## src/rtl/mutex_lock_engine.sv

```systemverilog
// Lock-acquire engine: runs the mutex write/read-back handshake with fixed backoff on behalf of the CPU.
// Optional feature: define MUTEX_LOCK_IRQ_EN to add a completion interrupt (irq) and STATUS bit3.
module mutex_lock_engine #(
  parameter logic [15:0] OWNER_ID       = 16'h0001,
  parameter int unsigned MAX_RETRIES    = 255,
  parameter int unsigned BACKOFF_CYCLES = 8
) (
  input  logic        clk,
  input  logic        reset_n,
  input  logic [1:0]  s_address,
  input  logic        s_chipselect,
  input  logic        s_write,
  input  logic        s_read,
  input  logic [31:0] s_writedata,
  output logic [31:0] s_readdata,
  output logic        m_address,
  output logic        m_chipselect,
  output logic        m_write,
  output logic        m_read,
  output logic [31:0] m_writedata,
  input  logic [31:0] m_readdata
`ifdef MUTEX_LOCK_IRQ_EN
  ,
  output logic        irq
`endif
);
  typedef enum logic [2:0] {IDLE, ACQ_WR, ACQ_RD, BACKOFF, REL_WR} state_t;

  localparam logic [7:0] MAX_R = 8'(MAX_RETRIES);
  localparam logic [7:0] BO    = 8'(BACKOFF_CYCLES);

  state_t      state_q;
  logic [15:0] value_q;
  logic        held_q, fail_q;
  logic [7:0]  retry_q, retry_d, bo_q;
  logic [31:0] last_q;
  logic        m_cs_q, m_wr_q, m_rd_q;
  logic [31:0] m_wd_q;
  logic        irq_bit;

  logic cpu_wr, acq_go, rel_go, match, give_up;
  assign cpu_wr  = s_chipselect & s_write & (state_q == IDLE);
  assign acq_go  = cpu_wr & (s_address == 2'd0) & (s_writedata[15:0] != 16'h0) & ~held_q;
  assign rel_go  = cpu_wr & (s_address == 2'd1);
  assign match   = (m_readdata == {OWNER_ID, value_q});
  assign retry_d = (retry_q == 8'hFF) ? retry_q : retry_q + 8'd1;
  assign give_up = (MAX_R != 8'd0) && (retry_d == MAX_R);

  logic unused_in;
  assign unused_in = ^{s_writedata[31:16], s_read};

  // Mutex strobes are registered: they are loaded on the edge that enters the bus state
  always_ff @(posedge clk or negedge reset_n) begin
    if (!reset_n) begin
      state_q <= IDLE;
      value_q <= 16'h0;
      held_q  <= 1'b0;
      fail_q  <= 1'b0;
      retry_q <= 8'h0;
      bo_q    <= 8'h0;
      last_q  <= 32'h0;
      m_cs_q  <= 1'b0;
      m_wr_q  <= 1'b0;
      m_rd_q  <= 1'b0;
      m_wd_q  <= 32'h0;
    end else begin
      m_cs_q <= 1'b0;
      m_wr_q <= 1'b0;
      m_rd_q <= 1'b0;
      m_wd_q <= 32'h0;
      case (state_q)
        IDLE: begin
          if (acq_go) begin
            value_q <= s_writedata[15:0];
            fail_q  <= 1'b0;
            retry_q <= 8'h0;
            state_q <= ACQ_WR;
            m_cs_q  <= 1'b1;
            m_wr_q  <= 1'b1;
            m_wd_q  <= {OWNER_ID, s_writedata[15:0]};
          end else if (rel_go) begin
            state_q <= REL_WR;
            m_cs_q  <= 1'b1;
            m_wr_q  <= 1'b1;
            m_wd_q  <= {OWNER_ID, 16'h0000};
          end
        end
        ACQ_WR: begin
          state_q <= ACQ_RD;
          m_cs_q  <= 1'b1;
          m_rd_q  <= 1'b1;
        end
        ACQ_RD: begin
          last_q <= m_readdata;
          if (match) begin
            held_q  <= 1'b1;
            state_q <= IDLE;
          end else begin
            retry_q <= retry_d;
            if (give_up) begin
              fail_q  <= 1'b1;
              state_q <= IDLE;
            end else begin
              bo_q    <= BO;
              state_q <= BACKOFF;
            end
          end
        end
        BACKOFF: begin
          bo_q <= bo_q - 8'd1;
          if (bo_q == 8'd1) begin
            state_q <= ACQ_WR;
            m_cs_q  <= 1'b1;
            m_wr_q  <= 1'b1;
            m_wd_q  <= {OWNER_ID, value_q};
          end
        end
        REL_WR: begin
          held_q  <= 1'b0;
          state_q <= IDLE;
        end
        default: state_q <= IDLE;
      endcase
    end
  end

`ifdef MUTEX_LOCK_IRQ_EN
  logic irq_q;
  logic acq_done, stat_rd;
  assign acq_done = (state_q == ACQ_RD) & (match | give_up);
  assign stat_rd  = s_chipselect & s_read & (s_address == 2'd2);
  always_ff @(posedge clk or negedge reset_n) begin
    if (!reset_n)               irq_q <= 1'b0;
    else if (acq_done)          irq_q <= 1'b1;
    else if (stat_rd || acq_go) irq_q <= 1'b0;
  end
  assign irq     = irq_q;
  assign irq_bit = irq_q;
`else
  assign irq_bit = 1'b0;
`endif

  assign m_address    = 1'b0;
  assign m_chipselect = m_cs_q;
  assign m_write      = m_wr_q;
  assign m_read       = m_rd_q;
  assign m_writedata  = m_wd_q;

  always_comb begin
    s_readdata = 32'h0;
    case (s_address)
      2'd2:    s_readdata = {16'h0, retry_q, 4'h0, irq_bit, fail_q, held_q, state_q != IDLE};
      2'd3:    s_readdata = last_q;
      default: s_readdata = 32'h0;
    endcase
  end
endmodule

```

## config.mk

```make
export PLATFORM = sky130hd
export DESIGN_NAME = mutex_lock_engine
export DESIGN_NICKNAME = d
export VERILOG_FILES = /design/src/rtl/mutex_lock_engine.sv
export SDC_FILE = /design/constraint.sdc
export NUM_CORES = 1
export LEC_CHECK = 0
export ABC_AREA = 1
export BUFFER_PORTS_ARGS = -buffer_cell sky130_fd_sc_hd__clkbuf_2
export CORE_MARGIN = 2
export CORE_UTILIZATION = 40
export CTS_CLUSTER_DIAMETER = 40
export DETAILED_ROUTE_END_ITERATION = 10
export PLACE_DENSITY = 0.75
export SLEW_MARGIN = 20
export SYNTH_ARGS = -nofsm -noshare
export SYNTH_HDL_FRONTEND = slang
export SYNTH_SLANG_ARGS = --single-unit
```

## constraint.sdc

```tcl
create_clock -name clk -period 1.8 [get_ports clk]
set_input_delay 0.36 -clock clk [delete_from_list [all_inputs] [get_ports clk]]
set_output_delay 0.36 -clock clk [all_outputs]
set_load 0.005 [all_outputs]
```

### After elaboration in Yosys (flattened, before gate mapping)

Cells that the tools add are included.

| cells by class | value |
|---|---|
| $add $sub $neg | 2 |
| eq/ne operators | 18 |
| multiplexer cells | 30 |
| bitwise operators | 7 |
| reduce and logical (&&, ||, !) cells | 13 |

Operators by type and width:

| kind | count |
|---|---|
| 32-bit case mux with 2 select lines | 1 |
| 17-bit 2-to-1 mux | 3 |
| 8-bit 2-to-1 mux | 5 |
| 17-bit case mux with 2 select lines | 1 |
| 32-bit by 17-bit == test with 1-bit output | 1 |
| 8-bit case mux with 2 select lines | 2 |
| 8-bit == test, second input constant | 2 |
| 16-bit nonzero test | 1 |
| 2-bit inequality test, second input constant | 6 |
| 3-bit case mux with 4 select lines | 1 |
| 3-bit 2-to-1 mux | 3 |
| 8-bit by 1-bit adder with 8-bit output, second input constant | 1 |
| 8-bit by 1-bit == test with 1-bit output, second input constant | 1 |
| 1-bit 2-to-1 mux | 8 |
| 8-bit by 1-bit subtractor with 8-bit output, second input constant | 1 |
| 1-bit bitwise AND | 6 |
| 3-bit by 2-bit == test with 1-bit output, second input constant | 2 |
| 1-bit case mux with 2 select lines | 3 |
| 2-bit AND reduction | 3 |
| 3-bit AND reduction | 2 |
| 2-bit nonzero test | 3 |
| 2-bit == test, second input constant | 2 |
| 2-bit 2-to-1 mux | 2 |
| 4-bit AND reduction | 1 |
| 9 further kinds | 9 |

| storage, ports and cells | value |
|---|---|
| register bits | 104 |
| bits of input ports | 71 |

### Longest topological paths before layout

Gate-level depths: netlist (run 1).

| logic depth | value |
|---|---|
| depth in word-level cells | 7 |
| depth in mapped cells | 13 |
| depth with buffers taken out | 13 |

### Worst setup path before layout (run 1)

Ideal clock, no wire load.

| timing | value |
|---|---|
| kind | register -> register |
| start | register retry_q[0] |
| end | register fail_q |
| setup time | 116 ps |
| arrival | 1469 ps |
| required time | 1684 ps |
| setup slack | 214 ps |
| stages on the path, launching flop included | 14 |
| buffers on the path | 0 |
| cell sequence | dfrtp_1 > ha_1 > nand3_2 > inv_2 > nand2_4 > nand2_1 > nand2_1 > nand2_1 > nor2_2 > nand3_4 > nand2_2 > nand2_1 > nand2_1 > nand2_1 |

| between the ends | value |
|---|---|
| longest elaborated chain between the ends | 5 |
| elaborated cells on any way between the ends | 6 |

Ends and longest elaborated chain:

| element | line | RTL |
|---|---|---|
| from (decl) | 35 | `logic [7:0] retry_q, retry_d, bo_q;` |
| from (signal assigned) | 99 | `retry_q <= retry_d;` |
| 8-bit by 1-bit adder with 8-bit output / 8-bit == test (equally long branches) | 46 | `assign retry_d = (retry_q == 8'hFF) ? retry_q : retry_q + 8'd1;` |
| 8-bit 2-to-1 mux * | 46 |  |
| 8-bit == test * | 47 | `assign give_up = (MAX_R != 8'd0) && (retry_d == MAX_R);` |
| 2-bit inequality test (no source line) * | - |  |
| 4-bit AND reduction (no source line) * | - |  |
| to (signal assigned) | 58 | `fail_q <= 1'b0;` |
| to (signal assigned) | 75 | `fail_q <= 1'b0;` |
| to (signal assigned) | 101 | `fail_q <= 1'b1;` |
| to (decl) | 34 | `logic held_q, fail_q;` |

Mark *: on every way between the ends. The rest lies on a longest branch, timed or not.
A chain may end at the register's enable or synchronous reset.

### Worst setup path in the final report (run 1)

| timing | value |
|---|---|
| start | register retry_q[2] |
| end | output port s_readdata[10] |

| between the ends | value |
|---|---|
| longest elaborated chain between the ends | 1 |

Ends and longest elaborated chain:

| element | line | RTL |
|---|---|---|
| 32-bit case mux with 2 select lines | 151 | `case (s_address)` |
| to (decl) | 15 | `output logic [31:0] s_readdata,` |

No other way between the ends.

==> results of run 1 <==
[cell usage in the layout (no fill, tap or decap), types with 2 or more instances in the layout]
cell	instances
o21ai_2	9
or2_2	2
buf_12	3
nor3_1	4
clkbuf_2	104
buf_4	14
o21ai_0	49
nand3_2	3
nand2_2	7
nand3_1	39
clkinv_2	2
nand4_1	10
nand3_4	3
nor2_4	6
ha_1	2
clkinvlp_4	2
nand2_4	2
dfrtp_1	89
inv_2	10
xor2_1	2
nor2_2	2
inv_1	85
clkbuf_16	9
o22ai_1	15
o21ai_1	10
conb_1	16
nor2_1	57
nand2_1	163
[kinds of logic after synthesis]
family | after synthesis
and+or+nand+nor | 301
buffers and inverters | 131
DFF | 89
AOI/OAI and AO/OA | 85
xor gates and xnor gates | 3
adders and majority gates | 3
other | 1
[per-layer routing]
| metal | track usage | up-vias |
|---|---|---|
| li1 | - | 2111 |
| met1 | 0.255 | 1945 |
| met2 | 0.305 | 125 |
| met3 | 0.0302 | 16 |
| met4 | 0.0577 | 0 |
| met5 | 0 | - |
[critical path, stage by stage, from the launching register on]
cell and delay (ns):
dfrtp_1 0.49, inv_1 0.11, o21ai_0 0.25, clkbuf_2 0.17
[registers in the layout, indices dropped and copies added (netlist names)]
name and count:
bo_q 8, fail_q 1, held_q 1, last_q 32, m_chipselect 1, m_read 1
m_write 1, m_writedata 17, retry_q 8, state_q 3, value_q 16
[repair_timing]
item / 4_1_cts / 5_1_grt
resized for setup: 0 / 6
endpoints found under the setup margin: 0 / 18
endpoints found under the hold margin: 27 / 0
setup buffers: 0 / 2
hold buffers: 1 / 0
[layout make-up]
type / instances / area [sq um] / share of cell area
sequential: 89 / 2230 / 0.389
inverter: 95 / 357 / 0.0623
clock buffer: 10 / 239 / 0.0417
multi-input combinational: 408 / 1990 / 0.347
clock inverter: 6 / 42.5 / 0.00743
tap: 143 / 179 / 0.0312
timing repair buffer: 122 / 696 / 0.121
[worst paths after layout]
check                                               to  slack (ns)  depth (start not counted)
worst max-delay path                    s_readdata[10]        0.09                          3
worst min-delay path            last_q[30]$_DFFE_PN0P_        0.25                          3
worst max register to register     bo_q[2]$_DFFE_PN0P_        0.12                          8
worst min register to register      fail_q$_DFFE_PN0P_        0.47                          2
max in group asynchronous       retry_q[2]$_DFFE_PN0P_        0.79                          3
min in group asynchronous       value_q[5]$_DFFE_PN0P_        0.49                          2
[through the flow]
step | TNS, ns | cells
5_1_grt | -0.0305 | 873
3_5_place_dp | 0 | 854
2_1_floorplan | 0 | 628
4_1_cts | 0 | 871
3_3_place_gp | 0 | 854
6_report | 0 | 873
[cells in the mapped netlist]
master and instances:
nand2_4 2, o21ai_1 10, nor2_2 1, o211ai_1 1, nand2_2 6, clkbuf_1 10
buf_1 1, nor2_4 5, nor2_1 59, dfrtp_1 89, or2_2 2, conb_1 1
inv_1 85, o21ai_2 9, ha_1 3, nor4_2 1, nand3_4 3, inv_2 10
nand2_1 164, a21oi_1 1, nand3b_1 1, o22ai_1 15, o21ai_0 49, nor3_1 4
nand3_2 3, or2_0 1, xor2_1 2, buf_2 6, buf_4 17, xnor2_1 1
nand4_1 10, buf_6 2, nand3_1 39
[power groups by stage]
stage / clock (mW) / combinational [mW] / sequential, mW
after floorplan: 0 / 1.72 / 2.81
after global placement: 0 / 2.32 / 2.87
after detailed placement: 0 / 2.37 / 2.89
after CTS: 1.79 / 2.40 / 2.86
after global routing: 1.89 / 2.81 / 2.93
final: 1.77 / 2.42 / 2.86
==> results.tsv, run 1 <==
metric	value	unit
CP endpoint kind	output pin	
leakage power	3.04	nW
XOR/XNOR share of the synthesized area	0.00558	
sequential area share after synthesis	0.473	
power per cell area	1230	nW/um^2
part of the cycle the worst path needs	0.948	
Critical Path Start	retry_q[2]$_DFFE_PN0P_	
Final Power	7.06	mW
Req. time, crit path	1.44	ns
P&R area growth vs syn	21.6	%
Top Metal Used	met4	
Switching Share	0.373	
final instance area	5730	sq um
Congestion Overflow GR	0	
via-per-instance ratio	4.81	
internal power	4.42	mW
Min Hold Slack	0.250	ns
leading area contributor after synthesis	dfrtp_1	
Vias	4197	
GP Congestion	0.848	
Final Hold Fails	0	
height of the die	113	microns
Worst EP arrival	1.35	ns
Core Box Area	11500	sq um
Seq cells post-synth	89	
setup violators final	0	
Netlist cell types	33	
cell count after synthesis	613	
Routed met2 length	5610	microns
largest net degree at the start of global routing	39	
max cap viols	0	
Clock Path Buffers	2	
dpl cell area	5400	sq um
share of the synthesized area in the top cell type	0.473	
worst vdd ir	0.610	mV
H-tree depth	3	
Final WS setup	0.0941	ns
metal3 WL	491	microns
compound-gate portion of the synthesized area	0.102	
clk_skew	0.00758	ns
Synth Area per Inst	7.69	sq um
initial core utilization	0.411	
Wirelength per Cell	13.1	microns
Seq pwr share	0.406	
final core occ	0.500	
crit-path max FO	7	
GRT Util Overall	0.186	
setup slack at placement	0.0335	ns
row cnt	39	
final net count	799	
synthesized area	4710	sq um
minimum clock period	1.71	ns
startpoint types	flip-flop	
CTS tree	yes	
Hold Startpoint	m_readdata[30]	
Clk Latency, worst-skew pair	0.33	ns
DRC Markers	0	
TritonCTS buffer count	9	
P_sw	2.64	mW
f_max	586	MHz
post-synthesis mux area share	0	
n_diodes	0	
clk slew on worst S/H paths	0.06	ns
first-pass GRT wire length	18900	microns
worst r2r src	state_q[2]$_DFFE_PN0P_	
largest cells by area after synthesis	dfrtp_1 47%, nand2_1 13%, inv_1 6.8%	
Setup Crit Path Kind	flip-flop to output pin	
I/O pin total	139	
met1 WL	5100	microns
Worst Hold Class	primary input to flip-flop	
initial antenna violation count	0	
main combinational cell family by area after synthesis	simple AND/OR/NAND/NOR gates	
fill cell count	1114	
adder-cell share of the synthesized area	0.00797	
wirelength, routed	11400	microns
combinational share of power	0.343	
initial DRC count	242	
CTS root buf	clkbuf_16	
Simple-Gate Fraction of Synth Area	0.288	
share of cells above drive strength 1	0.251	
DP Wirelength	8520	microns
status	finished clean	
antenna viol nets, final	0	
CTS sink cnt	89	
RSZ-0062 raised after global routing	yes	
Initial DRT Pass Iterations	5	
port bufs	105	
Die Area	12700	sq um
Final Max Tran Viols	0	
Die Wd	113	microns
number of global-route vias before repair	3842	
Clk pwr share	0.251	
Synth Warn #	0	
Note: power is estimated with default switching activity, not from simulation.
==> inputs of run 2 (changes only) <==
--- a/config.mk
+++ b/config.mk
@@ -7,7 +7,6 @@
 export LEC_CHECK = 0
 export ABC_AREA = 1
 export BUFFER_PORTS_ARGS = -buffer_cell sky130_fd_sc_hd__clkbuf_2
-export CORE_MARGIN = 2
 export CORE_UTILIZATION = 40
 export CTS_CLUSTER_DIAMETER = 40
 export DETAILED_ROUTE_END_ITERATION = 10
==> run 2 against run 1 <==
Non-clock buffer count increased by 2. Via count decreased by 0.45%. Cell area increased by 0.85%. Die area decreased by 3.5%. Sequential cell count unchanged. Utilization increased by 0.43 points. Clock-buffer cell count increased by 2. Global-route usage increased by 0.70 points. Critical path depth unchanged. Sequential share of layout area decreased by 0.33 points. Wire length decreased by 2.8%. Register-to-register slack about the same. Critical endpoint is now s_readdata[11]. Largest cell class unchanged.
==> results.tsv, run 2 (synthesis gave the netlist of run 1 again) <==
metric	value	unit	change
most frequent cells in the layout	163 x nand2_1, 104 x clkbuf_2, 89 x dfrtp_1, 85 x inv_1, 58 x nor2_1		
P&R area growth vs syn	22.6	%	
port bufs	105		unchanged
Setup Crit Path Kind	flip-flop to output pin		
max cap viols	0		unchanged
fill cell count	1131		+1.5%
GP Congestion	0.860		+1.4%
f_max	589	MHz	+0.41%
Req. time, crit path	1.44	ns	about the same
GRT Util Overall	0.193		+0.00696
Initial DRT Pass Iterations	5		unchanged
minimum clock period	1.70	ns	-0.00700 ns
max reg flops	32		unchanged
initial antenna violation count	0		unchanged
Die Area	12200	sq um	-3.5%
I/O pin total	139		unchanged
setup violators final	0		unchanged
share of cells above drive strength 1	0.250		-0.000685
first-pass GRT wire length	18800	microns	-0.30%
Clock Path Buffers	2		unchanged
part of the cycle the worst path needs	0.944		-0.00389
Setup Total Neg Slack	0	ns	unchanged
clk slew on worst S/H paths	0.06	ns	about the same
CP endpoint kind	output pin		
Core Box Area	11500	sq um	unchanged
final core occ	0.504		+0.00426
Wirelength per Cell	12.7	microns	-3.0%
Top reg by flops	last_q		
CP peak stage delay	0.45	ns	-0.04 ns
antenna viol nets, final	0		unchanged
Cells after DPL	857		+0.35%
DRC Markers	0		unchanged
Vias	4178		-0.45%
Final Max Tran Viols	0		unchanged
initial core utilization	0.411		unchanged
critical path depth	3		unchanged
status	finished clean		
Worst EP arrival	1.34	ns	about the same
Reg2Reg Setup Slack	0.12	ns	about the same
leakage power	3.08	nW	+1.3%
Final Power	7.27	mW	+3.0%
height of the die	111	microns	-1.8%
final instance area	5780	sq um	+0.85%
Min Hold Slack	0.235	ns	-0.0145 ns
TritonCTS buffer count	9		unchanged
worst setup path end	s_readdata[11]		
DP Wirelength	8480	microns	-0.47%
via-per-instance ratio	4.77		-0.68%
number of global-route vias before repair	3869		+0.70%
clk_skew	0.00505	ns	-0.00254 ns
Final Hold Fails	0		unchanged
power per cell area	1260	nW/um^2	+2.1%
RSZ-0062 raised after global routing	no		
startpoint types	flip-flop		
Critical Path Start	retry_q[3]$_DFFE_PN0P_		
CP Buf/Inv Count	2		unchanged
setup slack at placement	0.0272	ns	-0.00634 ns
initial DRC count	280		+16%
Clk Latency, worst-skew pair	0.34	ns	about the same
largest net degree at the start of global routing	44		+13%
CTS tree	yes		
Congestion Overflow GR	0		unchanged
dpl cell area	5420	sq um	+0.42%
most common cell after layout, fill and taps aside	nand2_1		
H-tree depth	3		unchanged
Layout Cells excl Fill	875		+0.23%
worst vdd ir	0.480	mV	-21%
row cnt	39		unchanged
Worst Hold Class	primary input to flip-flop		
crit-path max FO	5		-2
CTS root buf	clkbuf_16		
CTS sink cnt	89		unchanged
wirelength, routed	11100	microns	-2.8%
Die Wd	111	microns	-1.8%
Largest delay share family, worst path	flip-flops		
RR Endpoint	fail_q$_DFFE_PN0P_		
Critical-path top delay cell	dfrtp_1		
Reg2Reg Depth	13		+5
critical-path cell list	inv_1 > o21ai_0 > clkbuf_2		
final net count	801		+0.25%
worst r2r src	retry_q[0]$_DFFE_PN0P_		
n_diodes	0		unchanged
Final WS setup	0.101	ns	+0.00700 ns
run 2: worst min-delay path, delay by kind of cell:
family | cells | cell delay [ns]
AND/OR/NAND/NOR | 1 | 0.04
AO/OA/AOI/OAI | 1 | 0.05
buffers and inverters | 1 | 0.09
run 2: final cells by class:
type / count / area [sq um] / share of cell area
inverters: 95 / 357 / 0.0617
clock inverters: 4 / 76.3 / 0.0132
clock buffers: 12 / 246 / 0.0427
multi-input cells: 408 / 1980 / 0.343
well taps: 143 / 179 / 0.0310
flip-flops and latches: 89 / 2230 / 0.386
repair buffers: 124 / 711 / 0.123
run 2: how the worst min path moves through the flow:
| stage | from | endpoint | slack (ns) | cells after the start |
|---|---|---|---|---|
| 5_1_grt | m_readdata[24] | last_q[24]$_DFFE_PN0P_ | 0.24 | 3 |
| 3_5_place_dp | reset_n | m_writedata[7]$_DFF_PN0_ | 0.33 | 1 |
| 2_1_floorplan | reset_n | bo_q[0]$_DFFE_PN0P_ | 0.06 | 0 |
| 4_1_cts | m_readdata[21] | last_q[21]$_DFFE_PN0P_ | 0.23 | 3 |
| 3_3_place_gp | reset_n | m_writedata[7]$_DFF_PN0_ | 0.33 | 1 |
| 6_report | m_readdata[24] | last_q[24]$_DFFE_PN0P_ | 0.24 | 3 |
run 2: timing repair:
item | 4_1_cts | 5_1_grt
endpoints found under the setup margin | 0 | 22
endpoints found under the hold margin | 28 | 0
hold buffers | 1 | 0
gates resized for setup | 0 | 6
buffers inserted | 0 | 1
run 2: metal layers:
metal / vias to the layer above / routed length, microns / GRT usage
li1: 2118 / - / -
met1: 1947 / 5010 / 0.263
met2: 98 / 5430 / 0.311
met3: 15 / 504 / 0.0357
met4: 0 / 157 / 0.0622
met5: - / 0 / 0
run 2: report_power, final:
part	internal, mW	switching [mW]	total (mW)
Clock	1.26	0.772	2.03
Sequential	2.56	0.297	2.85
Combinational	0.882	1.50	2.39
==> inputs of run 3 (changes only) <==
==> constraint.sdc (replaced) <==
create_clock -name clk -period 1.8 [get_ports clk]
set_input_delay 0 -clock clk [delete_from_list [all_inputs] [get_ports clk]]
set_output_delay 0 -clock clk [all_outputs]
set_load 0.005 [all_outputs]
==> run 3 against run 2 <==
Clock power is 9% lower. Die area stayed put. Utilization is 3.9 points higher. Largest power group unchanged. Sequential power hardly changed. Via count is 5.2% higher. Power is 1.2% lower. First-iteration DRC count is 21% lower.
==> results.tsv, run 3 (synthesis gave the netlist of run 1 again) <==
metric	value	unit	change
number of global-route vias before repair	4086		+5.6%
clk slew on worst S/H paths	0.06	ns	about the same
share of cells above drive strength 1	0.242		-0.00840
minimum clock period	1.70	ns	+0.0000750 ns
Setup Crit Path Kind	flip-flop to flip-flop		
max cap viols	0		unchanged
height of the die	111	microns	unchanged
Routed met2 length	5620	microns	+3.5%
most frequent cells in the layout	156 x nand2_1, 104 x clkbuf_2, 89 x dfrtp_1, 85 x inv_1, 57 x nor2_1		
CP endpoint kind	flip-flop		
f_max	589	MHz	about the same
TritonCTS buffer count	9		unchanged
Core Box Area	11500	sq um	unchanged
Die Area	12200	sq um	unchanged
CTS sink cnt	89		unchanged
wirelength, routed	11600	microns	+4.9%
status	finished clean		
Min Hold Slack	0.0786	ns	-0.157 ns
crit-path max FO	7		+2
antenna viol nets, final	0		unchanged
Clock Path Buffers	2		unchanged
Top reg by flops	last_q		
CTS tree	yes		
power per cell area	1150	nW/um^2	-8.4%
largest net degree at the start of global routing	42		-4.5%
setup violators final	0		unchanged
initial DRC count	220		-21%
startpoint types	flip-flop		
Final Max Tran Viols	0		unchanged
port bufs	105		unchanged
Congestion Overflow GR	0		unchanged
Req. time, crit path	2.03	ns	+0.59 ns
Least-Margin Pin Slew	0.688	ns	
GRT Util Overall	0.199		+0.00571
initial antenna violation count	0		unchanged
worst vdd ir	0.562	mV	+17%
n_diodes	0		unchanged
P&R area growth vs syn	32.2	%	
via-per-instance ratio	4.79		+0.42%
Rel. slew slack	0.540		
Top Metal Used	met4		
DRC Markers	0		unchanged
I/O pin total	139		unchanged
leakage power	3.22	nW	+4.5%
Vias	4397		+5.2%
Clk Latency, worst-skew pair	0.34	ns	about the same
DP Wirelength	8150	microns	-3.9%
part of the cycle the worst path needs	0.944		about the same
Wirelength per Cell	12.7	microns	about the same
most common cell after layout, fill and taps aside	nand2_1		
first-pass GRT wire length	19500	microns	+3.3%
Worst Hold Class	primary input to flip-flop		
metal3 WL	447	microns	-11%
setup slack at placement	0.0467	ns	+0.0195 ns
Die Wd	111	microns	unchanged
final net count	843		+5.2%
clk_skew	0.00613	ns	+0.00108 ns
GP Congestion	0.939		+9.1%
CTS root buf	clkbuf_16		
initial core utilization	0.411		unchanged
Final Hold Fails	0		unchanged
max reg flops	32		unchanged
Worst EP arrival	1.93	ns	+0.59 ns
row cnt	39		unchanged
H-tree depth	3		unchanged
final core occ	0.543		+0.0394
met1 WL	5240	microns	+4.7%
Final WS setup	0.101	ns	-0.0000750 ns
Initial DRT Pass Iterations	5		unchanged
-- run 3: what timing repair did --
| action | in CTS | in global routing |
|---|---|---|
| setup endpoints to repair | 0 | 19 |
| setup buffers | 0 | 1 |
| hold buffers | 49 | 0 |
| resized for setup | 0 | 22 |
| endpoints found under the hold margin | 152 | 0 |
-- run 3: worst max-delay path, stage by stage, from the launching register on --
cell     delay [ns]
dfrtp_1        0.42
ha_4           0.20
nand3_2        0.08
inv_2          0.07
nand2_8        0.10
nand2_2        0.07
nand2_2        0.08
nand2_2        0.06
nor2_4         0.14
nand3_4        0.10
nand2_2        0.10
nand2_1        0.06
nand2_1        0.06
nand2_1        0.04
-- run 3: layout make-up --
class	count	area [sq um]
clock inverter	3	40.0
tap	143	179
fill	1050	5240
inverter	95	357
sequential	89	2230
multi-input combinational	408	2050
clock buffer	13	250
timing repair buffer	166	1120
-- run 3: per-stage QoR --
| step | TNS, ns | instances | total power, mW | instance area, sq um |
|---|---|---|---|---|
| floorplan | 0 | 628 | 4.53 | 4770 |
| global placement | 0 | 851 | 5.13 | 5350 |
| detailed placement | 0 | 851 | 5.19 | 5350 |
| CTS | 0 | 916 | 7.13 | 6130 |
| global route | -0.0406 | 917 | 7.75 | 6230 |
| finish | 0 | 917 | 7.18 | 6230 |
-- run 3: worst paths after layout --
path	endpoint	slack [ns]	cells after the start	start
max in group asynchronous	bo_q[1]$_DFFE_PN0P_	1.04	3	reset_n
min in group asynchronous	value_q[7]$_DFFE_PN0P_	0.10	2	reset_n
worst max-delay path	fail_q$_DFFE_PN0P_	0.10	13	retry_q[0]$_DFFE_PN0P_
worst min register to register	last_q[11]$_DFFE_PN0P_	0.50	2	last_q[11]$_DFFE_PN0P_
worst max register to register	fail_q$_DFFE_PN0P_	0.10	13	retry_q[0]$_DFFE_PN0P_
worst min-delay path	state_q[2]$_DFFE_PN0P_	0.08	5	s_write
-- run 3: power breakdown --
part	switching, mW	total (mW)	internal, mW
combinational	1.54	2.47	0.935
clock	0.734	1.84	1.11
sequential	0.309	2.87	2.56
-- run 3: layer usage --
metal | global-route usage | vias up
li1 | - | 2204
met1 | 0.261 | 2048
met2 | 0.322 | 119
met3 | 0.0307 | 26
met4 | 0.0951 | 0
met5 | 0 | -
